File: config.mk
export PLATFORM = sky130hd
export DESIGN_NAME = pc_unit
export DESIGN_NICKNAME = d
export VERILOG_FILES = /design/src/rtl/cpu_pkg.sv /design/src/rtl/pc_next_mux.sv /design/src/rtl/pc_unit.sv
export SDC_FILE = /design/constraint.sdc
export NUM_CORES = 1
export LEC_CHECK = 0
export CAP_MARGIN = 15
export CORE_ASPECT_RATIO = 1.5
export CORE_MARGIN = 3
export CORE_UTILIZATION = 39
export DETAILED_ROUTE_END_ITERATION = 6
export PLACE_DENSITY_LB_ADDON = 0.08
export SETUP_SLACK_MARGIN = 0.5
export SLEW_MARGIN = 10
export SYNTH_ARGS = -nofsm -noshare
export SYNTH_HDL_FRONTEND = slang
export SYNTH_SLANG_ARGS = --single-unit
File: constraint.sdc
create_clock -name clk -period 4.9 [get_ports clk]
set_clock_uncertainty 0.05 [all_clocks]
set_input_delay 0.98 -clock clk [delete_from_list [all_inputs] [get_ports clk]]
set_output_delay 0.98 -clock clk [all_outputs]
set_load 0.1 [all_outputs]
File: src/rtl/cpu_pkg.sv
// Shared CPU constants and helpers for the program-counter stage.
package cpu_pkg;

    localparam int          XLEN             = 32;
    localparam int          INSTR_BYTES      = 4;
    localparam logic [31:0] RESET_PC_DEFAULT = 32'h0000_0000;

    // Force an address onto an instruction-word boundary.
    function automatic logic [XLEN-1:0] word_align(input logic [XLEN-1:0] addr);
        return {addr[XLEN-1:2], 2'b00};
    endfunction

    // True when the raw address is not on an instruction-word boundary.
    function automatic logic is_misaligned(input logic [XLEN-1:0] addr);
        return (addr[1:0] != 2'b00);
    endfunction

endpackage

File: src/rtl/pc_next_mux.sv
// Combinational redirect selection: computes the redirect target from brUnit outputs.
module pc_next_mux
    import cpu_pkg::*;
(
    input  logic                   [XLEN-1:0] pc,
    input  logic                              branch,
    input  logic signed            [XLEN-1:0] offset,
    input  logic                              jump,
    input  logic                   [XLEN-1:0] target,
    output logic                              redir,
    output logic                   [XLEN-1:0] redir_addr,
    output logic                              misaligned
);

    logic [XLEN-1:0] raw_addr;

    // Jump wins over branch; branch offset is relative to the sequential PC and wraps mod 2^XLEN.
    always_comb begin
        raw_addr   = jump ? target : (pc + XLEN'(INSTR_BYTES) + $unsigned(offset));
        redir      = jump | branch;
        redir_addr = word_align(raw_addr);
        misaligned = redir & is_misaligned(raw_addr);
    end

endmodule

File: src/rtl/pc_unit.sv
// Program-counter stage: architectural PC, stall-deferred redirects, sticky
// misalignment flag and retired-cycle counter.
module pc_unit
    import cpu_pkg::*;
#(
    parameter logic [31:0] RESET_PC = RESET_PC_DEFAULT,
    parameter int          CNT_W    = 32
) (
    input  logic                     clk,
    input  logic                     reset,
    input  logic                     stall,
    input  logic                     branch,
    input  logic signed [XLEN-1:0]   offset,
    input  logic                     jump,
    input  logic        [XLEN-1:0]   target,
    output logic        [XLEN-1:0]   pc,
    output logic        [XLEN-1:0]   pc_plus4,
    output logic        [3:0]        pc_h4,
    output logic                     redirect_pending,
    output logic                     align_err,
    output logic        [CNT_W-1:0]  retire_cnt
);

    logic [XLEN-1:0]  pc_q, pc_d;
    logic             pend_q, pend_d;
    logic [XLEN-1:0]  pend_addr_q, pend_addr_d;
    logic             align_q, align_d;
    logic [CNT_W-1:0] cnt_q, cnt_d;

    logic             redir;
    logic [XLEN-1:0]  redir_addr;
    logic             misaligned;

    pc_next_mux u_next_mux (
        .pc         (pc_q),
        .branch     (branch),
        .offset     (offset),
        .jump       (jump),
        .target     (target),
        .redir      (redir),
        .redir_addr (redir_addr),
        .misaligned (misaligned)
    );

    // Next-state: a live redirect beats a pending one; a stalled redirect is parked, newest wins.
    always_comb begin
        pc_d        = pc_q;
        pend_d      = pend_q;
        pend_addr_d = pend_addr_q;
        align_d     = align_q;
        cnt_d       = cnt_q;

        if (misaligned) begin
            align_d = 1'b1;
        end

        if (!stall) begin
            cnt_d = cnt_q + CNT_W'(1);
            if (redir) begin
                pc_d   = redir_addr;
                pend_d = 1'b0;
            end else if (pend_q) begin
                pc_d   = pend_addr_q;
                pend_d = 1'b0;
            end else begin
                pc_d = pc_q + XLEN'(INSTR_BYTES);
            end
        end else if (redir) begin
            pend_addr_d = redir_addr;
            pend_d      = 1'b1;
        end
    end

    // State registers; reset discards any parked redirect.
    always_ff @(posedge clk) begin
        if (reset) begin
            pc_q        <= word_align(RESET_PC);
            pend_q      <= 1'b0;
            pend_addr_q <= '0;
            align_q     <= 1'b0;
            cnt_q       <= '0;
        end else begin
            pc_q        <= pc_d;
            pend_q      <= pend_d;
            pend_addr_q <= pend_addr_d;
            align_q     <= align_d;
            cnt_q       <= cnt_d;
        end
    end

    // Outputs are derived from registered state only.
    always_comb begin
        pc               = pc_q;
        pc_plus4         = pc_q + XLEN'(INSTR_BYTES);
        pc_h4            = pc_q[XLEN-1:XLEN-4];
        redirect_pending = pend_q;
        align_err        = align_q;
        retire_cnt       = cnt_q;
    end

endmodule

## Word level (Yosys, flattened, before mapping)

Index checks and enable logic that the tools add are counted.

- Flip-flop bits (word level): 96
- Logic and storage cells: 17

- Add/sub/neg operators: 3
- Reductions and logical operators: 3
- Mux-type cells: 3
- Bitwise operators: 3

Operators by type and width:

| kind | number |
|---|---|
| two-way mux 32 bit | 3 |
| adder 32 x 1 -> 32 bit (second input constant) | 1 |
| adder 32 x 3 -> 32 bit (second input constant) | 1 |
| adder 32 bit | 1 |
| AND reduction 2 bit | 1 |
| nonzero test 2 bit | 1 |
| OR reduction 2 bit | 1 |
| AND 1 bit | 1 |
| NOT 1 bit | 1 |
| OR 1 bit | 1 |

## Logic depth before layout (Yosys ltp)

Gate-level depths: netlist (run 1).

- Depth after elaboration: 5
- Mapped depth: 16
- Depth with buffers taken out: 15

## Modules after synthesis

A second synthesis (run 1) with hierarchy kept.

- Cell total of the unflattened synthesis: 1020
- Area total of the unflattened synthesis: 7659.8 µm²

Modules (own cells, without submodules):

| module | seq. area each (µm²) | area an instance (µm²) | cells each | times used |
|---|---|---|---|---|
| pc_unit | 1961.9 | 5201.2 | 666 | 1 |
| pc_next_mux | 0.0 | 2458.6 | 354 | 1 |

## Worst setup path after synthesis (run 1)

No wires, ideal clock.

- Path type: register to register
- Start point: register pc_q[8] (netlist: pc[8])
- End point: register pc_q[31] (netlist: pc[31])
- Required time: 4.747 ns
- Stages on the path, launching flop included: 15
- Path slack: -1.353 ns
- Clock period less this slack: 6.253 ns
- Setup time: 0.103 ns
- Path buffers: 1
- Arrival time: 6.100 ns
- Path through: dfxtp_1 > and3_1 > nand3_1 > or4_1 > nor2_1 > xor2_1 > ha_1 > clkbuf_1 > a21oi_1 > or3b_1 > a221o_1 > a221o_1 > a31oi_2 > xor2_1 > a2111oi_2

- Cells in the longest elaborated chain, start to end: 4

RTL lines:

| what | RTL line | source |
|---|---|---|
| from (decl) | pc_unit.sv:24 | `logic [XLEN-1:0] pc_q, pc_d;` |
| from (signal assigned) | pc_unit.sv:77 | `pc_q <= word_align(RESET_PC);` |
| from (signal assigned) | pc_unit.sv:83 | `pc_q <= pc_d;` |
| adder 32 x 3 -> 32 bit | n/a |  |
| named net pc_plus4[24] | pc_unit.sv:17 | `output logic [XLEN-1:0] pc_plus4,` |
| adder 32 bit | pc_next_mux.sv:19 | `raw_addr = jump ? target : (pc + XLEN'(INSTR_BYTES) + $unsigned(offset));` |
| two-way mux 32 bit | pc_next_mux.sv:19 |  |
| two-way mux 32 bit | pc_unit.sv:59 | `if (redir) begin` |

The timed path passes the listed nets, and every way through them passes these cells.
A chain may end at the register's enable or synchronous reset.

## Worst setup path in the final report (run 1)

- Start point: register pc_q[2] (netlist: pc[2])
- End point: register pc_q[31] (netlist: pc[31])

- Cells in the longest elaborated chain, start to end: 4

RTL lines:

| what | RTL line |
|---|---|
| adder 32 x 3 -> 32 bit (*) | pc_next_mux.sv:19, pc_unit.sv:66 |
| adder 32 bit | pc_next_mux.sv:19 |
| two-way mux 32 bit | pc_next_mux.sv:19 |
| two-way mux 32 bit (*) | pc_unit.sv:59 |

Mark *: on every way between the ends. The rest lies on a longest branch, timed or not.

==> results of run 1 <==
-- sequential cells by signal (all words and copies together) (netlist names) --
signal            flops
pc                   30
pend_addr_q          30
redirect_pending      1
align_err             1
retire_cnt           32
-- metrics by stage --
| stage | std cells | setup slack, ps | power (mW) | area [um^2] | hold slack, ps |
|---|---|---|---|---|---|
| 2_1_floorplan | 889 | 358.6 | 1.697 | 7279 | 386.0 |
| 3_3_place_gp | 1223 | 879.1 | 1.994 | 9002 | 395.2 |
| 3_5_place_dp | 1223 | 818.6 | 1.992 | 9002 | 403.9 |
| 4_1_cts | 1239 | 803.1 | 2.719 | 9299 | 413.4 |
| 5_1_grt | 1239 | 547.7 | 2.828 | 9306 | 451.7 |
| 6_report | 1239 | 775.0 | 2.709 | 9306 | 416.0 |
-- worst max-delay path, stage by stage, from the launching register on --
cell       delay, ps
dfxtp_4          410
ha_1             240
nand3_1          170
nor4_2           340
and2b_1          350
xor2_4           200
ha_1             330
nand2_1          140
o21ai_1           90
or3b_1           370
a221o_1          320
a221o_1          330
a31oi_2          260
xor2_1           130
a2111oi_2        300
-- worst paths after layout --
path	endpoint	from	slack (ps)	cells past startpoint
worst max-delay path	pc[31]	pc[2]	780	14
worst max register to register	pc[31]	pc[2]	780	14
worst min-delay path	pend_addr_q[3]	pend_addr_q[3]	420	2
worst min register to register	pend_addr_q[3]	pend_addr_q[3]	420	2
-- cell usage in the layout, fill, tap and decap left out, types with 6 or more instances in the layout --
cell type	Yosys	layout
nand3_1	30	29
nand2b_1	14	14
dfxtp_1	94	73
mux2i_1	18	18
or3_1	19	19
clkdlybuf4s50_1	0	148
a21oi_1	88	87
o21ai_0	57	57
nand2_1	75	74
a21o_1	10	10
ha_1	39	39
o211ai_1	18	18
nand4_1	16	16
inv_1	25	25
nor2b_1	12	12
xor2_2	0	6
xnor2_1	39	23
a211oi_1	17	17
buf_4	8	27
and2_1	8	8
xnor2_2	1	13
xor2_1	37	28
a221oi_1	8	8
dfxtp_4	0	20
nor2_1	85	83
nor3_1	15	15
and3_1	18	17
a221o_1	6	6
clkbuf_16	0	9
-- layer usage --
metal  global-route usage, %  up-vias  wire, um
met2                   42.92      240     12290
met3                   4.471       43      1625
met5                       0        -         0
met4                   9.664        0       767
met1                   30.46     3346      9878
li1                        -     3469         -
-- power by group through the flow --
stage | Sequential, mW | Clock (mW) | Combinational, mW
floorplan | 1.05 | 0 | 0.644
global placement | 0.886 | 0 | 1.11
detailed placement | 0.888 | 0 | 1.10
CTS | 0.870 | 0.740 | 1.11
global route | 0.879 | 0.773 | 1.18
finish | 0.871 | 0.726 | 1.11
-- what timing repair did --
| item | in CTS | in global routing |
|---|---|---|
| endpoints found under the hold margin | 0 | 0 |
| resized for setup | 0 | 1 |
| endpoints found under the setup margin | 0 | 2 |
-- cells in the mapped netlist, types with 19 or more instances --
library cell / number / area [um^2]
xor2_1: 37 / 324.1
nand3_1: 30 / 150.1
dfxtp_1: 94 / 1882
inv_1: 25 / 93.84
o21ai_0: 57 / 285.3
a21oi_1: 88 / 440.4
nand2_1: 75 / 281.5
ha_1: 39 / 488.0
nor2_1: 85 / 319.1
xnor2_1: 39 / 341.6
clkbuf_1: 39 / 146.4
or3_1: 19 / 118.9
-- cell type report --
| class | count | area (um^2) |
|---|---|---|
| clock buffer | 10 | 229.0 |
| clock inverter | 6 | 67.56 |
| fill | 1624 | 7747 |
| inverter | 26 | 97.59 |
| multi-input combinational | 715 | 4992 |
| sequential | 94 | 1958 |
| tap | 210 | 262.8 |
| timing repair buffer | 178 | 1699 |
-- cell families after synthesis --
kind of cell	after synthesis	synth area share, %
other	1	0.05452
flip-flops	94	27.36
adder cells (fa/ha/maj)	39	7.095
XOR/XNOR	77	9.915
AO/OA/AOI/OAI	254	24.09
AND/OR/NAND/NOR	318	23.25
buffers and inverters	80	4.803
multiplexers	23	3.438
==> flow_summary.json, run 1 <==
{
  "run_status": "completed",
  "final_max_slew_viol_count": 0,
  "post_cts_buffers": 0,
  "portBuffers": 166,
  "row_count": 58,
  "criticalPathCategory": "flop to flop",
  "rsz0062_at_grt": "false",
  "finalCriticalPeriod_ps": 4125,
  "vias": 7098,
  "seqPwrFrac_pct": 32.2,
  "hold_viol": 0,
  "antenna_found_initial": 0,
  "ys.flop_type": "dfxtp_1",
  "cp_data_required_time_ps": 5100,
  "ant_nets": 0,
  "path_clk_slew_ps": 70,
  "relSlewSlack_pct": 25.23,
  "p_sw_share_pct": 42.70,
  "grt_start_max_net_pins": 54,
  "p_leak_nw": 3.631,
  "worst_ir_drop_vdd_uv": 163.0,
  "die_h_um": 168.6,
  "detail_route.wl_per_cell_um": 19.83,
  "cts_root_buf": "clkbuf_16",
  "max_freq_mhz": 242.4,
  "end_kind": "flop",
  "io_pins": 171,
  "die_w_um": 114.4,
  "clock_power_share_pct": 26.8,
  "cp.arrival_ps": 4330,
  "fin_nets": 1132,
  "start_kind": "flop",
  "p_sw_mw": 1.157,
  "first_global_vias": 6933,
  "period_share_pct": 84.18,
  "netlist_instances": 886,
  "grt_first_pass_wirelength_um": 37910,
  "dpl.hpwl_um": 18400,
  "hp-class": "flop to flop",
  "diodes": 0,
  "maxCapViolations": 0,
  "synth_edf_count": 0,
  "fin_util_pct": 54.57,
  "async_flop_share_pct": 0,
  "first_pass_iters": 5,
  "dieArea_um2": 19300,
  "cts_sinks": 94,
  "combinationalPowerShare_pct": 41.1,
  "cts_buffers": 9,
  "grt_util_all_layers_pct": 24.91,
  "grt_overflow": 0,
  "p_per_area_nw_per_um2": 291.1,
  "synth.distinct_cells": 69,
  "h-tree-depth": 3,
  "p_int_mw": 1.552,
  "cts_buffer_depth": 2,
  "drt_iter0_drc": 510,
  "start_util_pct": 40.33,
  "routed_wl_um": 24570,
  "seq_area_frac_synth_pct": 27.36,
  "cp_max_fo": 9,
  "gp_congestion": 0.9367,
  "cts_tree": "built",
  "clock_latency_ps": 350,
  "core_area_um2": 17050,
  "synth.avg_cell_area_um2": 7.763,
  "setup_viol_count_final": 0,
  "worst_pin_slew_ps": 1119,
  "holdBufCountCts": 0,
  "synth-seq-cells": 94,
  "drc": 0,
  "setup_tns_ps": 0,
  "area_delta_synth_final_pct": 35.31,
  "yosysWarningCount": 0,
  "synth_area_um2": 6878,
  "drive_gt1_share_pct": 11.76,
  "avgViaCountPerCell": 5.729
}
Power figures use the tool's default switching activity.
==> run 2: changes to the inputs <==
Clock period 4.9 ns to 4.3 ns, I/O delays scaled along.
==> run 2 against run 1 <==
Effect of this change: die area did not move; routed wire length shrank 0.79%; sequential cell count unchanged; critical path depth down 1; setup slack got worse by 280 ps; cell count is 2.0% higher; first-iteration DRC count fell by 2.5%; worst hold slack better by 1.3 ps; register-to-register slack got worse by 280 ps; combinational power increased by 20%; clock-buffer cell count increased by 2; via count up 1.3%; critical path type unchanged.
==> flow_summary.json, run 2 (synthesis gave the netlist of run 1 again) <==
{
  "run_status": "completed",
  "worst_ir_drop_vdd_uv": 193.8,
  "grt_util_all_layers_pct": 24.97,
  "antenna_found_initial": 0,
  "start_util_pct": 40.33,
  "finalWorstSetupSlack_ps": 497.0,
  "final_cell_mix": "clkdlybuf4s50_1, a21oi_1, nor2_1",
  "cp_max_fo": 7,
  "row_count": 58,
  "cts_buffers": 9,
  "criticalPathCategory": "flop to flop",
  "diodes": 0,
  "ant_nets": 0,
  "cp.arrival_ps": 3990,
  "drt_iter0_drc": 497,
  "crit_chain": "and4_4 -> nand2_4 -> or4_4 -> nor2_4 -> xor2_4 -> ha_4 -> a21oi_2 -> or3b_1 -> a221o_1 -> a221o_1 -> a31oi_4 -> xor2_1 -> a2111oi_2",
  "cts_buffer_depth": 2,
  "cts_sinks": 94,
  "r2r_cells": 13,
  "worst_pin_slew_ps": 1062,
  "cts_tree": "built",
  "dpl.hpwl_um": 18570,
  "path_clk_slew_ps": 70,
  "start_kind": "flop",
  "critPathMostFrequentCell": "a221o_1",
  "h-tree-depth": 3,
  "detailedPlace.worstSlack_ps": 325.6,
  "setup_viol_count_final": 0,
  "die_w_um": 114.4,
  "io_pins": 171,
  "cts_root_buf": "clkbuf_16",
  "largest_register_ffs": 32,
  "holdBufCountCts": 0,
  "place_area_um2": 9298,
  "p_per_area_nw_per_um2": 327.8,
  "relSlewSlack_pct": 29.00,
  "fin_util_pct": 57.84,
  "slowest_stage": "or4_4",
  "first_pass_iters": 5,
  "first_global_vias": 7051,
  "final_max_slew_viol_count": 0,
  "rsz0062_at_grt": "true",
  "routed_wl_um": 24370,
  "gp_congestion": 0.9990,
  "max_freq_mhz": 263.0,
  "area_delta_synth_final_pct": 43.42,
  "dieArea_um2": 19300,
  "die_h_um": 168.6,
  "detail_route.wl_per_cell_um": 19.28,
  "period_share_pct": 88.44,
  "cp_data_required_time_ps": 4490,
  "hold_viol": 0,
  "hp-class": "flop to flop",
  "finalCriticalPeriod_ps": 3803,
  "min_path_cells": 2,
  "drive_gt1_share_pct": 18.03,
  "avgViaCountPerCell": 5.687,
  "r2r_setup_slack_ps": 500,
  "drc": 0,
  "end_kind": "flop",
  "grt_overflow": 0,
  "core_area_um2": 17050,
  "slowest_delay_ps": 520,
  "grt_start_max_net_pins": 36,
  "hold_ws_ps": 417.3,
  "fin_area_um2": 9864,
  "vias": 7188,
  "final_common_cell": "clkdlybuf4s50_1",
  "grt_first_pass_wirelength_um": 38230,
  "clock_latency_ps": 340,
  "fin_nets": 1157,
  "maxCapViolations": 0,
  "portBuffers": 166,
  "p_leak_nw": 3.854
}
run 2: critical path, delay by kind of cell, from the launching register on:
family | cells | cell delay, ps
XOR/XNOR | 2 | 310
AND/OR/NAND/NOR | 5 | 1380
flip-flops | 1 | 380
AO/OA/AOI/OAI | 5 | 1330
adder cells (fa/ha/maj) | 1 | 250
run 2: worst paths after layout:
check,from,end
worst min register to register,pend_addr_q[3],pend_addr_q[3]
worst max-delay path,pc[7],pc[31]
worst min-delay path,pend_addr_q[3],pend_addr_q[3]
worst max register to register,pc[7],pc[31]
run 2: stage by stage:
stage | total power, mW | cells | setup TNS, ps
after floorplan | 1.963 | 889 | -308.5
after global placement | 2.304 | 1232 | 0
after detailed placement | 2.305 | 1232 | 0
after CTS | 3.237 | 1257 | 0
after global routing | 3.378 | 1264 | 0
final | 3.233 | 1264 | 0
run 2: power breakdown:
group,internal (mW),switching (mW),total (mW)
registers,0.925,0.0729,0.998
clock network,0.544,0.367,0.911
logic,0.424,0.901,1.33
run 2: timing repair:
action,in CTS,in global routing
buffers inserted,9,7
pin swaps,7,2
cloned,0,0
gates resized for setup,12,8
endpoints found under the setup margin,4,5
run 2: cell type report:
class	instances	area (um^2)
timing repair buffer	203	1857
fill	1584	7189
clock inverter	4	56.30
multi-input combinational	715	5339
clock buffer	12	289.0
inverter	26	97.59
tap	210	262.8
sequential	94	1963
run 2: routing by layer:
layer | global-route usage, % | vias to the layer above | part of all wire, %
met1 | 31.33 | 3404 | 42
met2 | 43.57 | 220 | 50
met3 | 3.755 | 39 | 5.5
li1 | - | 3525 | -
met5 | 0 | - | 0
met4 | 7.700 | 0 | 2.8
==> run 3: changes to the inputs <==
Settings changed: ABC_AREA from default to 1, ABC_CLOCK_PERIOD_IN_PS from default to 4300, CTS_CLUSTER_DIAMETER from default to 60.
==> run 3 against run 2 <==
Effect of this change: first-iteration DRC count rose by 6.6%; cell count increased by 38%; routed wire length is 18% higher; combinational power is essentially flat; clock power shrank 13%; maximum frequency rose by 6.5%; utilization is 6.1 points lower; synthesized cell count is 51% higher; via count up 25%; die area up 14%; sequential cell count is the same; critical path type unchanged.
==> flow_summary.json, run 3 <==
{
  "run_status": "completed",
  "largest_register_ffs": 32,
  "clock_latency_ps": 350,
  "hp-class": "flop to flop",
  "cts_buffers": 9,
  "crit_path_start": "pc[2]",
  "avgViaCountPerCell": 5.129,
  "period_share_pct": 83.07,
  "finalWorstSetupSlack_ps": 728.0,
  "hold_viol": 0,
  "start_kind": "flop",
  "dp_cells": 1731,
  "cts_root_buf": "clkbuf_16",
  "maxCapViolations": 0,
  "drive_gt1_share_pct": 10.62,
  "diodes": 0,
  "die_h_um": 180.5,
  "register_area_um2": 1889,
  "combinationalPowerShare_pct": 42.4,
  "detailedPlace.worstSlack_ps": 612.6,
  "cts_tree": "built",
  "yosysWarningCount": 0,
  "synth.avg_cell_area_um2": 5.924,
  "yosysTopAreaCell": "dfxtp_1",
  "grt_util_all_layers_pct": 25.96,
  "grt_start_max_net_pins": 49,
  "start_util_pct": 39.84,
  "cp_max_fo": 5,
  "synth_area_um2": 7914,
  "cp.arrival_ps": 3770,
  "instances_no_fill": 1748,
  "core_area_um2": 19860,
  "r2r-end": "pend_addr_q[26]",
  "final_common_cell": "nand2_1",
  "area_delta_synth_final_pct": 29.75,
  "rsz0062_at_grt": "true",
  "cts_buffer_depth": 2,
  "multi_input_area_um2": 5285,
  "max_freq_mhz": 280.0,
  "hold_ws_ps": 428.6,
  "synth.distinct_cells": 42,
  "r2r_setup_slack_ps": 730,
  "io_pins": 171,
  "setup_viol_count_final": 0,
  "fillers": 2086,
  "synth_most_common_cell": "nand2_1",
  "synth-seq-cells": 94,
  "final_max_slew_viol_count": 0,
  "path_clk_slew_ps": 80,
  "die_w_um": 122.3,
  "vias": 8966,
  "synthTopCellsByArea": "dfxtp_1, nand2_1, inv_1, a21oi_1, ha_1",
  "p_int_mw": 1.707,
  "synth_top_area_share_pct": 23.78,
  "h-tree-depth": 3,
  "async_flop_share_pct": 0,
  "seqPwrFrac_pct": 31.8,
  "relSlewSlack_pct": 29.54,
  "routed_wl_um": 28880,
  "crit_path_end": "pend_addr_q[26]",
  "row_count": 63,
  "dieArea_um2": 22070,
  "detail_route.wl_per_cell_um": 16.52,
  "cts_sinks": 94,
  "p_sw_share_pct": 44.66,
  "finalCriticalPeriod_ps": 3572,
  "criticalPathCategory": "flop to flop",
  "fin_nets": 1591,
  "p_leak_nw": 4.935,
  "end_kind": "flop",
  "worst_pin_slew_ps": 1054,
  "portBuffers": 166,
  "first_pass_iters": 5,
  "synth_edf_count": 0,
  "p_sw_mw": 1.378,
  "power_mw": 3.085,
  "cp_data_required_time_ps": 4500,
  "final_cell_mix": "nand2_1, inv_1, clkdlybuf4s50_1",
  "drc": 0,
  "gp_congestion": 0.9630,
  "r2r_start": "pc[2]",
  "worst_ir_drop_vdd_uv": 167.3,
  "ys.flop_type": "dfxtp_1",
  "antenna_found_initial": 0,
  "r2r_cells": 21,
  "drt_iter0_drc": 530,
  "clock_power_share_pct": 25.8,
  "netlist_instances": 1336,
  "setup_tns_ps": 0,
  "holdBufCountCts": 0,
  "grt_first_pass_wirelength_um": 44810,
  "seq_area_frac_synth_pct": 23.78,
  "first_global_vias": 8509,
  "synthTopCellsByCount": "nand2_1, inv_1, a21oi_1, nor2_1, dfxtp_1",
  "ant_nets": 0,
  "dpl.hpwl_um": 22700,
  "p_per_area_nw_per_um2": 300.4,
  "grt_overflow": 0
}
run 3: cell count changes in the layout (fill, tap and decap cells not counted), sizes merged, moves of 18 or more:
cell / previous run / this run
nand2: 75 / 389
inv: 27 / 204
nand3: 33 / 89
nor2: 85 / 128
a21oi: 89 / 129
xnor2: 40 / 7
buf: 67 / 42
o21ai: 58 / 82
or3: 19 / 0
mux2i: 18 / 0
run 3: cell families (layout without fill, tap and decap cells):
logic type | after synthesis | after routing | synth area share (%)
buffers and inverters | 251 | 400 | 12.46
flip-flops | 94 | 94 | 23.78
other | 1 | 4 | 0.04739
adder cells (fa/ha/maj) | 39 | 39 | 6.166
AND/OR/NAND/NOR | 684 | 684 | 38.48
AO/OA/AOI/OAI | 235 | 235 | 15.43
XOR/XNOR | 32 | 32 | 3.636
run 3: final cells by class:
type	instances	share of cell area, %
sequential	94	18.40
multi-input combinational	994	51.47
clock inverter	6	0.5118
timing repair buffer	179	16.52
clock buffer	10	2.327
tap	260	3.168
inverter	205	7.603
run 3: power groups by stage:
stage,sequential [mW],clock (mW),combinational (mW)
after floorplan,1.18,0,0.756
after global placement,0.997,0,1.30
after detailed placement,0.999,0,1.30
after CTS,0.978,0.814,1.30
after global routing,0.986,0.846,1.41
final,0.980,0.797,1.31
run 3: what timing repair did:
item | 4_1_cts | 5_1_grt
setup buffers | 0 | 1
endpoints found under the hold margin | 0 | 0
gates resized for setup | 0 | 5
setup endpoints to repair | 0 | 15
run 3: worst max-delay path, stage by stage, from the launching register on:
cell and delay [ps]:
dfxtp_4 380, ha_1 170, nand2_1 50, inv_1 80
nand2_1 130, inv_1 80, nand2_1 140, nor2_1 170
nand3_1 220, xor2_2 230, inv_1 110, ha_2 440
nand2_1 160, nor2_1 260, and2_1 190, nand3_1 120
nand4_1 110, nand3_1 130, nand2_1 100, nand2_1 50
nand2_1 60, inv_1 30
run 3: layer usage:
metal / GRT usage (%) / vias to the layer above / part of all wire (%) / routed length, um
li1: - / 4532 / - / -
met4: 10.27 / 0 / 3.9 / 1121
met5: 0 / - / 0 / 0
met3: 3.046 / 65 / 5.1 / 1467
met1: 31.03 / 4057 / 40 / 11680
met2: 46.43 / 312 / 51 / 14610
run 3: worst min-delay path by stage:
stage              startpoint             end  slack, ps  cells after the start
2_1_floorplan  pend_addr_q[2]  pend_addr_q[2]        390                      2
3_5_place_dp   pend_addr_q[2]  pend_addr_q[2]        410                      2
5_1_grt        pend_addr_q[2]  pend_addr_q[2]        450                      2
6_report       pend_addr_q[2]  pend_addr_q[2]        430                      2
3_3_place_gp   pend_addr_q[2]  pend_addr_q[2]        400                      2
4_1_cts        pend_addr_q[2]  pend_addr_q[2]        430                      2
run 3: through the flow:
| step | area (um^2) | utilization (%) |
|---|---|---|
| 2_1_floorplan | 8148 | - |
| 3_3_place_gp | 9946 | 50.07 |
| 3_5_place_dp | 9946 | 50.07 |
| 4_1_cts | 10240 | 51.54 |
| 5_1_grt | 10270 | 51.69 |
| 6_report | 10270 | 51.69 |
